### src/rtl/alu.sv
// MIPS datapath ALU: AND/OR/ADD/SUB/SLT/NOR on two WIDTH-bit operands, result and zero flag registered.
// Latency: 1 cycle; operands and operation sampled on rising clk, outputs update on that same edge.
// Backpressure: none; a new operation is accepted every cycle and outputs are overwritten each edge.
module alu #(
    parameter int WIDTH = 32
) (
    input  logic             clk,
    input  logic             rst_n,
    input  logic [3:0]       operation,
    input  logic [WIDTH-1:0] data_a,
    input  logic [WIDTH-1:0] data_b,
    output logic [WIDTH-1:0] aluresult,
    output logic             zero
);

    // ALU-control codes produced by the decoder
    localparam logic [3:0] OP_AND = 4'b0000;
    localparam logic [3:0] OP_OR  = 4'b0001;
    localparam logic [3:0] OP_ADD = 4'b0010;
    localparam logic [3:0] OP_SUB = 4'b0110;
    localparam logic [3:0] OP_SLT = 4'b0111;
    localparam logic [3:0] OP_NOR = 4'b1100;

    logic [WIDTH-1:0] next_result;
    logic             signed_lt;

    // Signed compare done directly rather than from the sign of a-b, so overflow cannot flip it
    assign signed_lt = ($signed(data_a) < $signed(data_b));

    // Next result; unknown codes yield 0 so nothing undefined reaches write-back
    always_comb begin
        next_result = '0;
        case (operation)
            OP_AND:  next_result = data_a & data_b;
            OP_OR:   next_result = data_a | data_b;
            OP_ADD:  next_result = data_a + data_b;
            OP_SUB:  next_result = data_a - data_b;
            OP_SLT:  next_result = {{(WIDTH-1){1'b0}}, signed_lt};
            OP_NOR:  next_result = ~(data_a | data_b);
            default: next_result = '0;
        endcase
    end

    // Result and zero registered together so zero always describes the visible aluresult
    always_ff @(posedge clk or negedge rst_n) begin
        if (!rst_n) begin
            aluresult <= '0;
            zero      <= 1'b1;
        end else begin
            aluresult <= next_result;
            zero      <= (next_result == '0);
        end
    end

endmodule

### config.mk
export PLATFORM = sky130hd
export DESIGN_NAME = alu
export DESIGN_NICKNAME = d
export VERILOG_FILES = /design/src/rtl/alu.sv
export SDC_FILE = /design/constraint.sdc
export NUM_CORES = 1
export LEC_CHECK = 0
export ABC_AREA = 0
export CORE_ASPECT_RATIO = 1.4
export CORE_MARGIN = 2
export CORE_UTILIZATION = 35
export CTS_BUF_LIST = sky130_fd_sc_hd__clkbuf_4 sky130_fd_sc_hd__clkbuf_8
export DETAILED_ROUTE_END_ITERATION = 16
export GPL_ROUTABILITY_DRIVEN = 0
export PLACE_DENSITY = 0.55
export SLEW_MARGIN = 10
export SYNTH_ARGS = -nofsm -noshare
export SYNTH_HDL_FRONTEND = slang
export SYNTH_SLANG_ARGS = --single-unit
### constraint.sdc
create_clock -name clk -period 0.8 [get_ports clk]
set_clock_uncertainty 0.15 [all_clocks]
set_input_delay 0.16 -clock clk [delete_from_list [all_inputs] [get_ports clk]]
set_output_delay 0.16 -clock clk [all_outputs]
set_load 0.01 [all_outputs]
==> results of run 1 <==
[registers in the layout, indices dropped and copies added, names as in the netlist]
signal / count
aluresult: 32
zero: 1
[logic make-up after synthesis]
logic type               share of synthesized area, %
XOR/XNOR                                       0.4155
multiplexers                                   0.4946
AO/OA/AOI/OAI                                   36.22
AND/OR/NAND/NOR                                 19.07
buffers and inverters                           9.911
adder cells (fa/ha/maj)                         20.81
flip-flops                                      13.08
[power by group through the flow]
stage | clock network, mW | registers (mW) | logic, mW
floorplan | 0 | 2.07 | 2.99
global placement | 0 | 1.97 | 7.04
detailed placement | 0 | 1.98 | 7.09
CTS | 1.34 | 1.94 | 8.04
global route | 1.42 | 1.95 | 9.36
finish | 1.34 | 1.93 | 8.87
[area by class of cell]
| cell class | count | area, sq um | share of cell area [%] |
|---|---|---|---|
| inverters | 99 | 414.1 | 3.398 |
| well taps | 240 | 300.3 | 2.464 |
| flip-flops and latches | 33 | 827.0 | 6.786 |
| multi-input cells | 673 | 6272 | 51.47 |
| clock inverters | 3 | 17.52 | 0.1437 |
| repair buffers | 535 | 4287 | 35.17 |
| clock buffers | 5 | 68.82 | 0.5647 |
[cell usage in the layout, fill, tap and decap left out, drive strengths merged, types with 14 or more instances in the layout]
cell type / synthesis / routed
o21ai: 43 / 43
nand2: 49 / 49
nor4: 15 / 15
dfrtp: 32 / 32
inv: 99 / 99
nor2: 85 / 85
a31oi: 15 / 15
a21o: 15 / 15
clkdlybuf4s50: 0 / 23
ha: 102 / 102
buf: 26 / 487
o22ai: 14 / 14
nor3: 20 / 20
a221oi: 27 / 27
a21oi: 80 / 80
nand3: 14 / 14
[final timing paths]
check | slack [ns] | from | endpoint | cells after the start
max in group asynchronous | 0.21 | rst_n | aluresult[6] | 3
setup / recovery | -2.67 | data_a[0] | zero | 15
min in group clk | 0.30 | data_a[7] | aluresult[7] | 6
hold / removal | 0.03 | rst_n | aluresult[28] | 2
[routing by layer]
metal,global-route usage (%),vias to the layer above
met2,57.11,430
met3,3.771,166
li1,-,4144
met1,31.87,4322
met4,20.15,0
met5,0,-
[worst max-delay path: cells and delay by family]
kind / cells / cell delay [ns]
compound gates: 5 / 1.26
simple gates: 5 / 1.36
fa+ha+maj: 2 / 0.51
buf+inv: 3 / 0.22
[through the flow]
| step | power (mW) | instances |
|---|---|---|
| floorplan | 5.060 | 857 |
| global placement | 9.015 | 1523 |
| detailed placement | 9.063 | 1523 |
| CTS | 11.31 | 1570 |
| global route | 12.73 | 1588 |
| finish | 12.14 | 1588 |
[repair_timing]
| item | in CTS | in global routing |
|---|---|---|
| endpoints found under the setup margin | 66 | 66 |
| resized for setup | 468 | 92 |
| buffers inserted | 42 | 21 |
| hold buffers | 0 | 0 |
| pin swaps | 73 | 64 |
==> impl_metrics.csv, run 1 <==
group,metric,value,unit
route,vias,9062,
power_and_ir_drop,powerDensity,996.3,nW/um^2
setup_path,timing_worst_setup_path_type,"in -> reg",
hold_path,hold_path_class,"in -> async",
route,routedWlPerCell,19.59,microns
sta,drv_slew,0,
power_and_ir_drop,clkPwrFrac,11.1,%
cells_and_area,final_area,12190,sq um
clocking,cts_buffers,5,
power_and_ir_drop,p_leak,5.760,nW
place,io_buffers,102,
synthesis,syn-num-nets,1031,
cells_and_area,num_antenna_cells,0,
sta,fmax,287.9,MHz
sta,tns,-67.61,ns
clocking,path_clk_slew,0.08,ns
setup_path,critPathSlowestCell,"a2111o_1",
sta,worst_pin_slew,0.7346,ns
setup_path,crit_path_end_kind,"register",
clocking,cts_max_path_buffers,2,
die,io_pins,103,
die,die_area,19180,sq um
sta,hold_ws,0.03440,ns
route,m1WireLength,11230,microns
global_routing,grt_pass1_wl,46800,microns
route,drt_iter0_markers,864,
setup_path,cpPeakStageDelay,0.50,ns
synthesis,synth_cells,857,
place,pre_cts_ws,-3.543,ns
power_and_ir_drop,peakVddDrop,0.6506,mV
route,dr_wl_met3,1621,microns
die,coreArea,17850,sq um
synthesis,synth_cell_types,88,
job,drv_cap,0,
die,die_w,117.6,microns
synthesis,yosys.area.top_type_share,20.18,%
route,viasPerCell,5.707,
die,initial_core_util,35.43,%
setup_path,critPathMaxFanout,3,
cells_and_area,syn2layout_area_growth,92.68,%
route,top_layer,"met4",
cells_and_area,drive_above_1_share,55.27,%
synthesis,synth.largest_area_cell,"ha_1",
synthesis,synthFlopType,"dfrtp_1",
route,routed-wl-met2,15830,microns
synthesis,async_flop_share,100.0,%
clocking,clock_tree.root_cell,"clkbuf_8",
run_status,violations,"setup timing",
clocking,cts_sinks,33,
setup_path,cp.required,0.86,ns
die,num_rows,58,
global_routing,grt_usage,30.50,%
power_and_ir_drop,p_int,6.931,mW
global_routing,overflow,0,
power_and_ir_drop,seq_power_share,15.9,%
sta,hold_violations,0,
sta,slew_headroom,50.87,%
die,die_h,163.1,microns
sta,fin_ws,-2.673,ns
route,dr.pass1.iters,5,
setup_path,cp_cell_sequence,"buf_12, inv_12, ha_4, fa_2, or2_1, a2111o_1, a21oi_2, a31o_4, buf_6, o221ai_2, a32o_2, or4b_4, nor4_4, nand4b_1, nor4bb_1",
setup_path,critPathLaunchType,"input port",
place,placed_cell_area,10540,sq um
route,finalWirelength,31120,microns
synthesis,yosysMostFrequentCell,"ha_1",
synthesis,ys_ff_latch,33,
synthesis,mappedNetlistArea,6325,sq um
power_and_ir_drop,p_sw_share,42.92,%
synthesis,yosys-top-cells-area,"ha_1 20%, dfrtp_1 13%, a21oi_1 6.3%",
sta,period_minus_slack,3.473,ns
synthesis,synth_edf_count,0,
global_routing,grt_max_degree,21,
cells_and_area,fin_util,68.26,%
sta,min_period_over_period,434.2,%
synthesis,syn_avg_cell_area,7.380,sq um
cells_and_area,n_fill_cell,1488,
global_routing,grt_pass1_vias,9251,
sta,setup_viol,66,
route,antenna_left,0,
power_and_ir_drop,switchingPower,5.211,mW
place,place_hpwl,22940,microns
sta,rsz0062_at_grt,"true",
synthesis,synth.cells.most_frequent,"102 x ha_1, 97 x inv_1, 84 x nor2_1",
clocking,h-tree-depth,2,
setup_path,crit_arrival,3.53,ns
run_status,status,"finished with violations",
synthesis,ys_seq_area_share,13.08,%
power_and_ir_drop,p_comb_share,73.0,%
route,drc_errors,0,
synthesis,ys.warnings.count,0,
clocking,cts_tree,"built",
global_routing,antenna_found_initial,0,
cells_and_area,fin_nets,1521,
(Power assumes the default switching activity.)
==> inputs of run 2 (changes only) <==
--- a/config.mk
+++ b/config.mk
@@ -6,7 +6,7 @@
 export NUM_CORES = 1
 export LEC_CHECK = 0
 export ABC_AREA = 0
-export CORE_ASPECT_RATIO = 1.4
+export CORE_ASPECT_RATIO = 0.7
 export CORE_MARGIN = 2
 export CORE_UTILIZATION = 35
 export CTS_BUF_LIST = sky130_fd_sc_hd__clkbuf_4 sky130_fd_sc_hd__clkbuf_8
==> constraint.sdc (replaced) <==
create_clock -name clk -period 0.8 [get_ports clk]
set_clock_uncertainty 0.15 [all_clocks]
set_input_delay 0.2 -clock clk [delete_from_list [all_inputs] [get_ports clk]]
set_output_delay 0.2 -clock clk [all_outputs]
set_load 0.01 [all_outputs]
==> run 2 against run 1 <==
Against the previous run: the run still ends with setup timing left; final area increased by 5.6%; combinational power increased by 8.7%; critical path depth did not move; clock power hardly changed; wire length up 3.2%; fmax fell by 1.8%; global-route usage rose by 0.10 points; first-iteration DRC count grew 14%; non-clock buffer count rose by 21; utilization increased by 3.9 points; critical endpoint unchanged; largest power group unchanged.
==> impl_metrics.csv, run 2 (synthesis gave the netlist of run 1 again) <==
group,metric,value,unit
clocking,cts_buffers,5,
cells_and_area,final_cells,1605,
setup_path,crit_buf_inv,2,
die,die_h,116.5,microns
place,io_buffers,102,
sta,fmax,282.6,MHz
clocking,cts_sinks,33,
setup_path,critPathSlowestCell,"or4b_1",
die,coreArea,17850,sq um
sta,rsz0062_at_grt,"true",
global_routing,use_met2,47.48,%
job,drv_cap,0,
setup_path,crit_start,"data_a[0]",
power_and_ir_drop,seq_power_share,15.1,%
power_and_ir_drop,peakVddDrop,0.7344,mV
route,drc_errors,0,
cells_and_area,top_regs,"aluresult (32), zero (1)",
clocking,cts_max_path_buffers,2,
global_routing,grt_max_degree,21,
route,antenna_left,0,
power_and_ir_drop,p_comb_share,74.5,%
global_routing,busiest_layer,"met2",
cells_and_area,num_antenna_cells,0,
sta,drv_slew,0,
run_status,violations,"setup timing",
power_and_ir_drop,powerDensity,1006,nW/um^2
die,num_rows,41,
cells_and_area,layout_commonest_cell,"buf_4",
route,dr.pass1.iters,7,
cells_and_area,drive_above_1_share,57.71,%
die,io_pins,103,
setup_path,cpPeakStageDelay,0.53,ns
sta,setup_viol,66,
setup_path,cp.required,0.86,ns
route,routedWlPerCell,20.01,microns
die,initial_core_util,35.43,%
power_and_ir_drop,p_int,7.366,mW
global_routing,grt_pass1_wl,46050,microns
global_routing,grt.met1_usage,44.75,%
power_and_ir_drop,p_sw_share,43.13,%
sta,worst_pin_slew,0.8775,ns
sta,period_minus_slack,3.539,ns
cells_and_area,layout_common_cells,"380 x buf_4, 88 x buf_6, 72 x nor2_1",
power_and_ir_drop,switchingPower,5.587,mW
global_routing,overflow,0,
place,dp_cells,1523,
global_routing,met3_usage,5.362,%
clocking,cts_tree,"built",
cells_and_area,syn2layout_area_growth,103.6,%
global_routing,antenna_found_initial,0,
hold_path,hold_path_class,"in -> async",
die,die_area,19180,sq um
sta,hold_violations,0,
route,viasPerCell,5.783,
setup_path,crit_family,"simple AND/OR/NAND/NOR gates",
global_routing,grt_usage,30.60,%
power_and_ir_drop,clkPwrFrac,10.5,%
cells_and_area,largest_reg_flops,32,
cells_and_area,n_fill_cell,1290,
die,die_w,164.7,microns
clocking,clock_tree.root_cell,"clkbuf_8",
setup_path,crit_arrival,3.60,ns
setup_path,timing_worst_setup_path_type,"in -> reg",
route,drt_iter0_markers,981,
clocking,path_clk_slew,0.09,ns
clocking,h-tree-depth,2,
power_and_ir_drop,p_leak,6.039,nW
global_routing,grt_pass1_vias,8734,
sta,tns,-70.97,ns
setup_path,crit_path_end_kind,"register",
place,place_hpwl,22380,microns
setup_path,critPathMaxFanout,3,
cells_and_area,regMostFlops,"aluresult",
route,vias,9282,
setup_path,cp_cell_sequence,"buf_12, inv_12, ha_4, fa_2, or2_1, a2111o_1, nand2_2, a2bb2oi_2, mux2i_1, a21o_1, nor4_2, or4b_1, nor4_4, nand4b_1, nor4bb_1",
cells_and_area,fin_util,72.12,%
sta,slew_headroom,40.57,%
setup_path,critPathLaunchType,"input port",
route,finalWirelength,32120,microns
cells_and_area,fin_nets,1542,
sta,fin_ws,-2.739,ns
place,pre_cts_ws,-3.641,ns
run_status,status,"finished with violations",
sta,min_period_over_period,442.3,%
==> run 2: final cells by class <==
| cell class | instances | area (sq um) | share of cell area (%) |
|---|---|---|---|
| Timing Repair Buffer | 556 | 4682 | 36.37 |
| Inverter | 99 | 419.2 | 3.256 |
| Clock buffer | 5 | 68.82 | 0.5345 |
| Multi-Input combinational cell | 673 | 6565 | 50.99 |
| Clock inverter | 3 | 17.52 | 0.1361 |
| Sequential cell | 33 | 827.0 | 6.424 |
| Tap cell | 236 | 295.3 | 2.293 |
==> run 2: path summary, 6_finish.rpt <==
kind	end	cells after the start
setup / recovery	zero	15
min in group clk	aluresult[18]	4
max in group asynchronous	aluresult[7]	3
hold / removal	aluresult[24]	2
==> run 2: timing repair <==
| action | in CTS | in global routing |
|---|---|---|
| pin swaps | 129 | 89 |
| cloned | 0 | 0 |
| buffers inserted | 67 | 34 |
| endpoints found under the setup margin | 66 | 66 |
| hold buffers | 0 | 0 |
| gates resized for setup | 520 | 155 |
| endpoints found under the hold margin | 0 | 0 |
==> run 2: power by group through the flow <==
stage	sequential, mW	clock [mW]	combinational [mW]
5_1_grt	1.96	1.44	10.1
3_3_place_gp	1.97	0	7.07
6_report	1.95	1.36	9.64
4_1_cts	1.93	1.33	8.46
2_1_floorplan	2.07	0	2.99
3_5_place_dp	1.97	0	7.13
==> run 2: through the flow <==
step                area, sq um  total power [mW]  hold slack (ns)
floorplan                  6538             5.060          -0.2456
global placement          10550             9.038           0.3958
detailed placement        10550             9.105           0.4040
CTS                       12120             11.73          0.08475
global route              12870             13.54          0.09358
finish                    12870             12.95          0.07924
==> run 2: per-layer routing <==
layer  routed length, microns  up-vias
met5                        0        -
met1                    14060     4436
met4                      924        0
li1                         -     4185
met2                    13790      576
met3                     3345       85
==> RTL edit 1 (settings of run 1) <==
`aluresult` no longer has a reset.
--- a/src/rtl/alu.sv
+++ b/src/rtl/alu.sv
@@ -46,6 +46,4 @@
         if (!rst_n) begin
-            aluresult <= '0;
             zero      <= 1'b1;
         end else begin
-            aluresult <= next_result;
             zero      <= (next_result == '0);
@@ -54,2 +52,6 @@
 
+    always_ff @(posedge clk) begin
+        aluresult <= next_result;
+    end
+
 endmodule
Check against the original RTL: not equivalent (Yosys sat finds a counterexample within 4 cycles, from zero or initial values and one cycle with rst_n low).
==> RTL edit 1 against run 1 <==
The run still ends with setup timing left. Count of clock-buffer cells in the layout up 2. Sequential share of layout area down 1.3 points. Critical endpoint unchanged. Synthesized cell count unchanged. Die area down 2.5%. Sequential cell count unchanged. Routed wire length down 1.8%. Area after synthesis down 2.5%. Final area up 1.7%. Fmax up 3.5%. Highest routed layer unchanged. Power up 4.8%. Hold slack worse by 0.0064 ns. Setup slack better by 0.12 ns.
==> RTL edit 1: results (changes against run 1) <==
DRT iter0 DRCs=650 (-25%); H-Tree Depth=2 (unchanged); predominant post-synthesis flop cell=dfxtp_1; worst vdd ir=0.000727 V (+12%); actual slew at the worst max-slew pin=0.654 ns (-0.0804 ns); Num CTS Buffers=5 (unchanged); Post-Syn Nets=1031 (unchanged); Global Route Usage Sum=0.311 (+0.00593); Seq/Total Area, Yosys=0.108 (-0.0226); DPL Wire Length=22.3 mm (-3.0%); number of diodes=0 (unchanged); Fill cells=1327 (-11%); total number of vias=9072 (+0.11%); CTS root buf=clkbuf_8; CTS Buffer Depth=2 (unchanged); Total Nets Final=1524 (+0.20%); share of cells above drive strength 1=0.579 (+0.0262); failing checks=setup timing; largest net degree at the start of global routing=20 (-4.8%); distinct cell type count after synthesis=88 (unchanged); largest registers=aluresult (32), zero (1); CP Max Fanout=3 (unchanged); # setup viols final=66 (unchanged); fin worst setup slack=-2.56 ns (+0.118 ns); Synth area leaders=ha_1 (21%), dfxtp_1 (10%), a21oi_1 (6.4%); Setup crit start=data_a[0]; global-route wire length before repair=45.8 mm (-2.1%); Setup TNS=-63.70 ns (+3.90 ns); run status=finished with violations; synth cell count leaders=ha_1 (102), inv_1 (97), nor2_1 (84); clk slew on worst S/H paths=0.07 ns; PortBufs=102 (unchanged); Int Power=0.00739 W (+6.6%); critical path arrival=3.43 ns (-0.10 ns); wire per inst=19.3 um (-1.7%); crit path to=zero; Lkg Pwr=5.72 nW (-0.65%); vias in the first global route=9183 (-0.74%); FFs w/ async S/R, synth=0.0303 (-0.970); synth warn=0 (unchanged)
[RTL edit 1: changes by cell type after synthesis]
cell	delta
dfrtp_1	-32
dfxtp_1	+32
[RTL edit 1: worst min path at each step]
stage          slack [ns]   end  start
2_1_floorplan       -0.14  zero  rst_n
3_3_place_gp         0.36  zero  rst_n
3_5_place_dp         0.36  zero  rst_n
4_1_cts              0.03  zero  rst_n
5_1_grt              0.03  zero  rst_n
6_report             0.03  zero  rst_n
[RTL edit 1: timing repair]
action	4_1_cts	5_1_grt
resized for setup	526	127
setup buffers	64	30
endpoints found under the setup margin	66	66
pin swaps	107	83
[RTL edit 1: per-stage QoR]
step | instance area (um2) | instances | setup slack, ns | util
2_1_floorplan | 6330 | 857 | -2.58 | -
3_3_place_gp | 10200 | 1507 | -3.48 | 0.588
3_5_place_dp | 10200 | 1507 | -3.57 | 0.588
4_1_cts | 11700 | 1569 | -2.56 | 0.677
5_1_grt | 12400 | 1587 | -2.77 | 0.715
6_report | 12400 | 1587 | -2.56 | 0.715
[RTL edit 1: logic make-up after synthesis]
| family | count (synthesis) | share of synthesized area |
|---|---|---|
| AOI/OAI and AO/OA | 318 | 0.372 |
| xor gates and xnor gates | 3 | 0.00426 |
| adders and majority gates | 104 | 0.214 |
| buffers and inverters | 151 | 0.102 |
| DFF | 33 | 0.108 |
| muxes | 3 | 0.00507 |
| and+or+nand+nor | 245 | 0.196 |
[RTL edit 1: worst max-delay path, cell delays in order]
cell and delay [ns]:
buf_12 0.09, inv_12 0.03, ha_4 0.15, fa_2 0.35
or2_1 0.26, a2111o_1 0.46, nand2_2 0.13, buf_6 0.11
a31oi_4 0.09, buf_6 0.14, a221oi_4 0.25, o22ai_2 0.10
or4b_4 0.55, nor4_4 0.15, nand4b_1 0.13, nor4bb_1 0.28
[RTL edit 1: layout make-up]
type | count | share of cell area
timing repair buffer | 538 | 0.358
tap | 236 | 0.0238
clock inverter | 1 | 0.000404
inverter | 99 | 0.0328
sequential | 33 | 0.0547
clock buffer | 7 | 0.00777
multi-input combinational | 673 | 0.523
[RTL edit 1: power groups by stage]
stage               Clock [W]  Combinational [W]  Sequential, W
floorplan                   0            0.00294        0.00206
global placement            0            0.00689        0.00195
detailed placement          0            0.00693        0.00195
CTS                   0.00157            0.00828        0.00191
global route          0.00165            0.00973        0.00195
finish                0.00156            0.00924        0.00193
[RTL edit 1: metal layers]
metal,vias up,GRT usage,part of all wire
li1,4145,-,-
met1,4255,0.329,0.35
met2,475,0.561,0.50
met3,197,0.0428,0.057
met4,0,0.207,0.089
met5,-,0,0
==> RTL edit 2 (config.mk and constraints of run 1) <==
Without the edit above. The parameter `WIDTH` goes from 32 to 48.
--- a/src/rtl/alu.sv
+++ b/src/rtl/alu.sv
@@ -4,3 +4,3 @@
 module alu #(
-    parameter int WIDTH = 32
+    parameter int WIDTH = 48
 ) (
Interface: changed (resized aluresult, data_a and data_b); port bits go from 103 to 151. The function was not compared with the original's and may differ.
==> RTL edit 2 against run 1 <==
The flow still finishes with violations (setup timing). Final area increased by 61%. Power increased by 64%. Sequential cell count rose by 16. First-iteration DRC count is 60% higher. Sequential power rose by 47%. Sequential share of layout area is 0.51 points lower. Global-route usage grew 3.1 points. Routed wire length rose by 75%. Area after synthesis up 53%. Critical path depth up 4. Setup slack worse by 0.52 ns. Clock power rose by 72%. Synthesized cell count grew 60%. Critical path type unchanged. Critical endpoint unchanged. Largest cell class unchanged. Highest routed layer unchanged.
==> RTL edit 2: results (changes against run 1) <==
run status=finished with violations; Layout area overhead=102%; grt met1 use=0.345 (+0.0266); DRT iter0 DRCs=1382 (+60%); global-route wire length before repair=76.6 mm (+64%); distinct cell type count after synthesis=89 (+1.1%); Seq Cell Count=49 (+48%); routing usage on met2=0.596 (+0.0245); Hold Path Class=in2async; worst vdd ir=0.00118 V (+82%); largest registers=aluresult (48), zero (1); Synth area leaders=ha_1 (19%), dfrtp_1 (12%), nor2_1 (6.4%); fraction of standard cell area in multi-input logic=0.524 (+0.00971); core footprint=0.0275 mm2 (+54%); Vias/cell=5.88 (+3.0%); Fill cells=2083 (+40%); Lkg Pwr=9.10 nW (+58%); Placement Cell Area=0.0163 mm2 (+55%); fin worst setup slack=-3.20 ns (-0.525 ns); PortBufs=150 (+47%); grt met3 use=0.0425 (+0.00475); Inverters, non-clock=152 (+54%); FF/Latch Area=0.00123 mm2 (+48%); # placed instances=2397 (+57%); Setup TNS=-108.98 ns (-41.37 ns); Seq/Total Area, Yosys=0.127 (-0.00423); largest net degree at the start of global routing=25 (+19%); vias in the first global route=14792 (+60%); predominant post-synthesis flop cell=dfrtp_1; failing checks=setup timing; Buffers, non-clock=846 (+58%); share of cells above drive strength 1=0.551 (-0.00167); Avg Cell Area, Syn=7.08 um2 (-4.1%); comb_multi_in=1092 (+62%); buffer share of cell area=0.351 (-0.000846); actual slew at the worst max-slew pin=0.674 ns (-0.0606 ns); Num CTS Buffers=5 (unchanged); DPL Wire Length=38.6 mm (+68%); Post-Syn Nets=1624 (+58%); pre-CTS setup slack=-3.85 ns (-0.303 ns); Finished Layout Cells=2517 (+59%); Global Route Usage Sum=0.336 (+0.0315); Setup crit start=data_a[0]; synth cell count leaders=nor2_1 (165), ha_1 (150), inv_1 (146); DRT Wirelength=54.4 mm (+75%); # setup viols final=98 (+48%); clk slew on worst S/H paths=0.14 ns (+0.06 ns); CTS Buffer Depth=2 (unchanged); H-Tree Depth=2 (unchanged); critical path arrival=4.10 ns (+0.57 ns); Clock-cell share=0.00684 (-0.000241); hold slack=0.197 ns (+0.162 ns); drt first pass iters=6 (+1)
[RTL edit 2: cell types whose count changed in the layout (fill, tap and decap cells not counted), sizes merged, moves of 25 or more]
cell    before  now
buf        487  736
nor2        85  165
inv         99  150
ha         102  150
o21ai       43   85
a21oi       80  119
clkbuf      10   43
nand2       49   80
nand4        5   30
[RTL edit 2: critical path, stage by stage]
cell and delay (ns):
buf_12 0.09, buf_6 0.09, ha_4 0.13, inv_2 0.04
fa_2 0.38, and2b_2 0.27, buf_6 0.12, o2111ai_4 0.16
a21oi_2 0.37, a31o_4 0.29, o221a_4 0.21, o22ai_4 0.07
or4_4 0.43, nor4_4 0.21, buf_4 0.15, nand4_1 0.18
nor4_4 0.22, nand4_1 0.18, nor4bb_2 0.32
[RTL edit 2: power by group]
part           internal (W)  total, W  switching (W)
logic               0.00728    0.0148        0.00753
registers           0.00275   0.00283      0.0000772
clock network       0.00124   0.00231        0.00107
[RTL edit 2: logic make-up (layout without fill, tap and decap cells)]
| family | after synthesis | in the layout | share of synthesized area |
|---|---|---|---|
| AO/OA/AOI/OAI | 481 | 481 | 0.344 |
| XOR/XNOR | 21 | 21 | 0.0190 |
| adder cells (fa/ha/maj) | 152 | 152 | 0.198 |
| buffers and inverters | 229 | 1006 | 0.0912 |
| flip-flops | 49 | 49 | 0.127 |
| multiplexers | 8 | 8 | 0.00838 |
| AND/OR/NAND/NOR | 430 | 430 | 0.213 |
[RTL edit 2: routing by layer]
metal	up-vias	share of wire	wire [um]
li1	6566	-	-
met1	6853	0.33	18000
met2	953	0.49	26600
met3	425	0.070	3800
met4	0	0.11	6050
met5	-	0	0
[RTL edit 2: timing repair]
action,in CTS,in global routing
hold buffers,1,0
pin swaps,158,146
resized for setup,591,239
setup endpoints to repair,98,98
hold endpoints to repair,49,0
setup buffers,109,59
